`src/rtl/tspi_rx.sv`:
```
// tspi_rx: SPI mode-0 peripheral receiver (MSB-first) with input sync, edge detect and SCLK watchdog.
// Build option: define TSPI_RX_FILT_EN to add a 3-sample agreement glitch filter on SCLK/CSN.
//
// state      | meaning
// S_IDLE     | no frame; waiting for an armed CSN fall
// S_ACTIVE   | CSN low, shifting MOSI on each SCLK rise
// S_WAIT_CSH | frame killed by the watchdog; waiting for CSN high
module tspi_rx #(
    parameter int SPI0_0   = 8,
    parameter int SPI0_2   = 32,
    parameter int SYNC_STG = 2
) (
    input  logic              clk,
    input  logic              rst,
    input  logic              CSN,
    input  logic              SCLK,
    input  logic              MOSI,
    input  logic [SPI0_2-1:0] del_to,
    output logic              rx_idle,
    output logic              rx_valid,
    output logic [SPI0_0-1:0] rx_data,
    output logic              rx_frm_end,
    output logic              rx_err
);

    localparam int CW = $clog2(SPI0_0 + 1);
    localparam logic [CW-1:0] LAST_BIT = CW'(SPI0_0 - 1);
`ifdef TSPI_RX_FILT_EN
    localparam int FLAT = 2;
`else
    localparam int FLAT = 0;
`endif
    localparam int LIVE = SYNC_STG + FLAT;

    typedef enum logic [1:0] {
        S_IDLE,
        S_ACTIVE,
        S_WAIT_CSH
    } state_t;

    state_t              state_q, state_d;
    logic [SYNC_STG-1:0] csn_sync_q, sclk_sync_q, mosi_sync_q;
    logic                csn_s, sclk_s, mosi_s;
    logic                csn_f, sclk_f, mosi_f;
    logic                csn_h_q, sclk_h_q;
    logic                sclk_rise_q, csn_fall_q, csn_rise_q, mosi_q;
    logic [LIVE-1:0]     live_q;
    logic                armed_q, armed_d;
    logic [CW-1:0]       bit_cnt_q, bit_cnt_d;
    logic [SPI0_0-2:0]   shift_q, shift_d;
    logic [SPI0_0-1:0]   next_word;
    logic [SPI0_2-1:0]   to_cnt_q, to_cnt_d;
    logic [SPI0_0-1:0]   data_q, data_d;
    logic                valid_q, valid_d;
    logic                frm_end_q, frm_end_d;
    logic                err_q, err_d;

    assign csn_s  = csn_sync_q[SYNC_STG-1];
    assign sclk_s = sclk_sync_q[SYNC_STG-1];
    assign mosi_s = mosi_sync_q[SYNC_STG-1];

`ifdef TSPI_RX_FILT_EN
    logic [1:0] csn_fh_q, sclk_fh_q, mosi_dly_q;
    logic       csn_fo_q, sclk_fo_q;

    // Output follows the input only once it and the two previous samples agree.
    assign csn_f  = (csn_s == csn_fh_q[0] && csn_s == csn_fh_q[1]) ? csn_s : csn_fo_q;
    assign sclk_f = (sclk_s == sclk_fh_q[0] && sclk_s == sclk_fh_q[1]) ? sclk_s : sclk_fo_q;
    assign mosi_f = mosi_dly_q[1];

    always_ff @(posedge clk) begin
        if (rst) begin
            csn_fh_q   <= 2'b11;
            sclk_fh_q  <= 2'b00;
            csn_fo_q   <= 1'b1;
            sclk_fo_q  <= 1'b0;
            mosi_dly_q <= 2'b00;
        end else begin
            csn_fh_q   <= {csn_fh_q[0], csn_s};
            sclk_fh_q  <= {sclk_fh_q[0], sclk_s};
            csn_fo_q   <= csn_f;
            sclk_fo_q  <= sclk_f;
            mosi_dly_q <= {mosi_dly_q[0], mosi_s};
        end
    end
`else
    assign csn_f  = csn_s;
    assign sclk_f = sclk_s;
    assign mosi_f = mosi_s;
`endif

    assign next_word = {shift_q, mosi_q};

    always_ff @(posedge clk) begin
        if (rst) begin
            csn_sync_q  <= '1;
            sclk_sync_q <= '0;
            mosi_sync_q <= '0;
            csn_h_q     <= 1'b1;
            sclk_h_q    <= 1'b0;
            sclk_rise_q <= 1'b0;
            csn_fall_q  <= 1'b0;
            csn_rise_q  <= 1'b0;
            mosi_q      <= 1'b0;
            live_q      <= '0;
            armed_q     <= 1'b0;
            state_q     <= S_IDLE;
            bit_cnt_q   <= '0;
            shift_q     <= '0;
            to_cnt_q    <= '0;
            data_q      <= '0;
            valid_q     <= 1'b0;
            frm_end_q   <= 1'b0;
            err_q       <= 1'b0;
        end else begin
            csn_sync_q  <= {csn_sync_q[SYNC_STG-2:0], CSN};
            sclk_sync_q <= {sclk_sync_q[SYNC_STG-2:0], SCLK};
            mosi_sync_q <= {mosi_sync_q[SYNC_STG-2:0], MOSI};
            csn_h_q     <= csn_f;
            sclk_h_q    <= sclk_f;
            sclk_rise_q <= sclk_f & ~sclk_h_q;
            csn_fall_q  <= ~csn_f & csn_h_q;
            csn_rise_q  <= csn_f & ~csn_h_q;
            mosi_q      <= mosi_f;
            // Marks when the pipeline holds real samples rather than reset values.
            live_q      <= {live_q[LIVE-2:0], 1'b1};
            armed_q     <= armed_d;
            state_q     <= state_d;
            bit_cnt_q   <= bit_cnt_d;
            shift_q     <= shift_d;
            to_cnt_q    <= to_cnt_d;
            data_q      <= data_d;
            valid_q     <= valid_d;
            frm_end_q   <= frm_end_d;
            err_q       <= err_d;
        end
    end

    always_comb begin
        state_d   = state_q;
        bit_cnt_d = bit_cnt_q;
        shift_d   = shift_q;
        to_cnt_d  = to_cnt_q;
        data_d    = data_q;
        valid_d   = 1'b0;
        frm_end_d = 1'b0;
        err_d     = 1'b0;
        armed_d   = armed_q | (csn_f & live_q[LIVE-1]);

        case (state_q)
            S_IDLE: begin
                if (csn_fall_q && armed_q) begin
                    state_d   = S_ACTIVE;
                    bit_cnt_d = '0;
                    to_cnt_d  = '0;
                end
            end
            S_ACTIVE: begin
                if (sclk_rise_q) begin
                    shift_d  = next_word[SPI0_0-2:0];
                    to_cnt_d = '0;
                    if (bit_cnt_q == LAST_BIT) begin
                        data_d    = next_word;
                        valid_d   = 1'b1;
                        bit_cnt_d = '0;
                    end else begin
                        bit_cnt_d = bit_cnt_q + CW'(1);
                    end
                end else if (to_cnt_q != '1) begin
                    to_cnt_d = to_cnt_q + SPI0_2'(1);
                end

                // A final bit landing with CSN rise has already wrapped the count to 0.
                if (csn_rise_q) begin
                    frm_end_d = 1'b1;
                    err_d     = (bit_cnt_d != '0);
                    bit_cnt_d = '0;
                    state_d   = S_IDLE;
                end else if (!sclk_rise_q && del_to != '0 && to_cnt_q == del_to) begin
                    frm_end_d = 1'b1;
                    err_d     = 1'b1;
                    bit_cnt_d = '0;
                    state_d   = S_WAIT_CSH;
                end
            end
            S_WAIT_CSH: begin
                if (csn_f) state_d = S_IDLE;
            end
            default: state_d = S_IDLE;
        endcase
    end

    assign rx_idle    = (state_q != S_ACTIVE);
    assign rx_valid   = valid_q;
    assign rx_data    = data_q;
    assign rx_frm_end = frm_end_q;
    assign rx_err     = err_q;

endmodule

```
`config.mk`:
```
export PLATFORM = sky130hd
export DESIGN_NAME = tspi_rx
export DESIGN_NICKNAME = d
export VERILOG_FILES = /design/src/rtl/tspi_rx.sv
export SDC_FILE = /design/constraint.sdc
export NUM_CORES = 1
export LEC_CHECK = 0
export CAP_MARGIN = 25
export CORE_MARGIN = 5
export CORE_UTILIZATION = 50
export CTS_CLUSTER_SIZE = 10
export DETAILED_ROUTE_END_ITERATION = 10
export PLACE_DENSITY = 0.71
export SYNTH_ARGS = -nofsm -noshare
export SYNTH_HDL_FRONTEND = slang
export SYNTH_SLANG_ARGS = --single-unit
```
`constraint.sdc`:
```
create_clock -name clk -period 2.6 [get_ports clk]
set_input_delay 0.65 -clock clk [delete_from_list [all_inputs] [get_ports clk]]
set_output_delay 0.65 -clock clk [all_outputs]
set_load 0.05 [all_outputs]
```
==> results.cfg, run 1 <==
[yosys]
yosysMostFrequentCell = dfxtp_1
synth_top_cell_by_area = dfxtp_1
syn_area_mm2 = 0.00355
synth.area.top_cells = dfxtp_1, xor2_1, mux2i_1
yosys_warnings = 0
netlist_instances = 401
async_reset_ff_share_pct = 0
synth_seq_cells = 71
ys_dominant_reg_cell = dfxtp_1
synth_commonest_cells = dfxtp_1, xor2_1, nor2_1, a21oi_1, nand4_1
synth_nets = 440
synth_cell_type_count = 47
avgSynthCellArea_um2 = 8.84
synth_edf_count = 0
synth-seq-area-share_pct = 40.1
synth_top_area_share_pct = 40.1

[route]
via_per_inst = 5.81
firstDrtPassIters = 5
vias = 3244
drtIter0Drc = 249
wl_um = 9090
drc_errors = 0
ant_nets = 0
wl_per_cell_um = 16.3

[floorplanning]
row_count = 30
die_area_mm2 = 0.00888
dieHeight_um = 94.2
coreArea_mm2 = 0.00683
die_w_um = 94.2
initial_core_util_pct = 51.9
io_pins = 49

[sta]
relSlewSlack_pct = 60.1
post-route-period-util_pct = 88.0
final-max-slew-violation-count = 0
fin_crit_ns = 2.29
fmax_mhz = 437
tightest_slew_ns = 0.593
holdWs_ns = 0.388
skew_ns = 0.00932
setup_viol = 0
final_hold_viol_count = 0
rsz0062_at_grt = false
tns_ns = 0

[status]
status = complete, no violations

[critical_path]
crit_path_start = del_to[0]
r2r_end = to_cnt_q[11]
crit_fanout = 7
r2r_slack_ns = 0.37
crit_path_start_kind = primary input
crit_end = rx_err
r2r-start = to_cnt_q[6]
worstSetupEndpointType = flop
rr_worst_depth = 6
worstSetupPathType = in -> reg
crit_arrival_ns = 2.53
required_ns = 2.85

[grt]
antenna_found_initial = 0
grt_util_all_layers_pct = 20.7
grt_pass1_wl_um = 14400
grt_start_max_net_pins = 25
grt-ovfl-total = 0
grt_pass1_vias = 3046

[place]
dp_hpwl_um = 6650
place_area_mm2 = 0.00417
finalWeightedCongestion = 0.866
io_buffer_count = 48

[power]
power.leakage_nw = 1.62
internal_power_mw = 1.54
powerDensity_mw_per_mm2 = 481
combPwrFrac_pct = 6.6
vdd_drop_max_mv = 0.441
p_clk_share_pct = 40.8
power_frac_seq_pct = 52.6
power_switching_share_pct = 26.6
power_mw = 2.10
power_switching_mw = 0.558

[clocking]
post_cts_buffers = 0
htree_levels = 3
holdBufCountCts = 0
clockRootBuffer = clkbuf_8
post_cts_resized = 0
clkLatencyLatePin_ns = 0.35
cts.sinks = 71
clk_path_buf_depth = 2
clk_pin_slew_worst_paths_ns = 0.08
numCtsBuffers = 9
cts_tree = yes

[finish]
final_net_count = 496
n_antenna_cell = 0
fillers = 615
drive_gt1_share_pct = 10.6
stdcell_area_mm2 = 0.00436
fin_util_pct = 63.8
syn2layout_area_growth_pct = 22.9

[flow_run]
max_cap_violations = 0

[min_path]
hold_class = reg -> reg
[area by class of cell]
class | count | area (um^2) | share of cell area [%]
multi-input cells | 302 | 2000 | 45.8
flip-flops and latches | 71 | 1420 | 32.6
repair buffers | 64 | 598 | 13.7
clock inverters | 7 | 62.6 | 1.44
clock buffers | 9 | 124 | 2.84
inverters | 9 | 33.8 | 0.775
well taps | 96 | 120 | 2.76
[routing by layer]
| layer | global-route usage, % | share of wire, % |
|---|---|---|
| met5 | 0 | 0 |
| met1 | 26.4 | 45 |
| met3 | 4.65 | 5.8 |
| met4 | 8.78 | 2.3 |
| met2 | 33.3 | 47 |
[worst max-delay path: stages]
cell             delay, ns
clkdlybuf4s50_1       0.44
nor4_1                0.57
nand4_1               0.18
o211ai_1              0.23
nor3_1                0.09
buf_4                 0.17
o211a_1               0.20
[cells in the final DEF, fill, tap and decap left out, drive strengths merged, types with 3 or more instances in the layout]
cell	instances
o311ai	3
nand3	16
and3	3
nor3	9
or2	8
nand3b	3
inv	13
o31ai	15
nor4	17
mux2i	17
or3	10
and4	3
or4	14
o21ai	15
clkbuf	9
nand2	19
dfxtp	71
nor2	36
buf	17
nand4	21
xor2	37
nor4b	3
clkdlybuf4s50	47
a21oi	23
nor2b	8
o211ai	4
[metrics by stage]
stage                     worst slack, ns  instances
after floorplan                     0.410        401
after global placement            0.00854        542
after detailed placement          -0.0593        542
after CTS                           0.335        558
after global routing                0.160        558
final                               0.313        558
[sequential cells by signal, summed over array words and instances (netlist names)]
signal       count
armed_q          1
bit_cnt_q        4
csn_fall_q       1
csn_h_q          1
csn_rise_q       1
csn_sync_q       2
live_q           2
mosi_q           1
mosi_sync_q      2
rx_data          8
rx_err           1
rx_frm_end       1
rx_valid         1
sclk_h_q         1
sclk_rise_q      1
sclk_sync_q      2
shift_q          7
state_q          2
to_cnt_q        32
[power groups by stage]
stage / clock network [mW] / registers, mW / logic (mW)
after floorplan: 0 / 1.12 / 0.0506
after global placement: 0 / 1.13 / 0.137
after detailed placement: 0 / 1.13 / 0.138
after CTS: 0.878 / 1.10 / 0.139
after global routing: 0.926 / 1.10 / 0.148
final: 0.855 / 1.10 / 0.139
[cell families (layout without fill, tap and decap cells)]
family	after synthesis	in the layout	share of synthesized area [%]
and+or+nand+nor	176	176	29.1
DFF	71	71	40.1
AOI/OAI and AO/OA	67	67	11.8
xor gates and xnor gates	39	39	9.63
buffers and inverters	28	89	3.60
muxes	18	18	5.12
adders and majority gates	2	2	0.706
[how the worst min path moves through the flow]
stage / from / end / slack (ns) / cells after the start
floorplan: sclk_h_q / sclk_rise_q / 0.37 / 1
global placement: sclk_h_q / sclk_rise_q / 0.37 / 1
detailed placement: sclk_h_q / sclk_rise_q / 0.38 / 1
CTS: sclk_h_q / sclk_rise_q / 0.39 / 1
global route: sclk_h_q / sclk_rise_q / 0.41 / 1
finish: sclk_h_q / sclk_rise_q / 0.39 / 1
(Power assumes the default switching activity.)
==> inputs of run 2 (changes only) <==
--- a/config.mk
+++ b/config.mk
@@ -5,9 +5,10 @@
 export SDC_FILE = /design/constraint.sdc
 export NUM_CORES = 1
 export LEC_CHECK = 0
-export CAP_MARGIN = 25
+export CAP_MARGIN = 20
 export CORE_MARGIN = 5
 export CORE_UTILIZATION = 50
+export CTS_CLUSTER_DIAMETER = 30
 export CTS_CLUSTER_SIZE = 10
 export DETAILED_ROUTE_END_ITERATION = 10
 export PLACE_DENSITY = 0.71
==> results of run 2 <==
Final layout, timing and power as in run 1 (identical DEF).
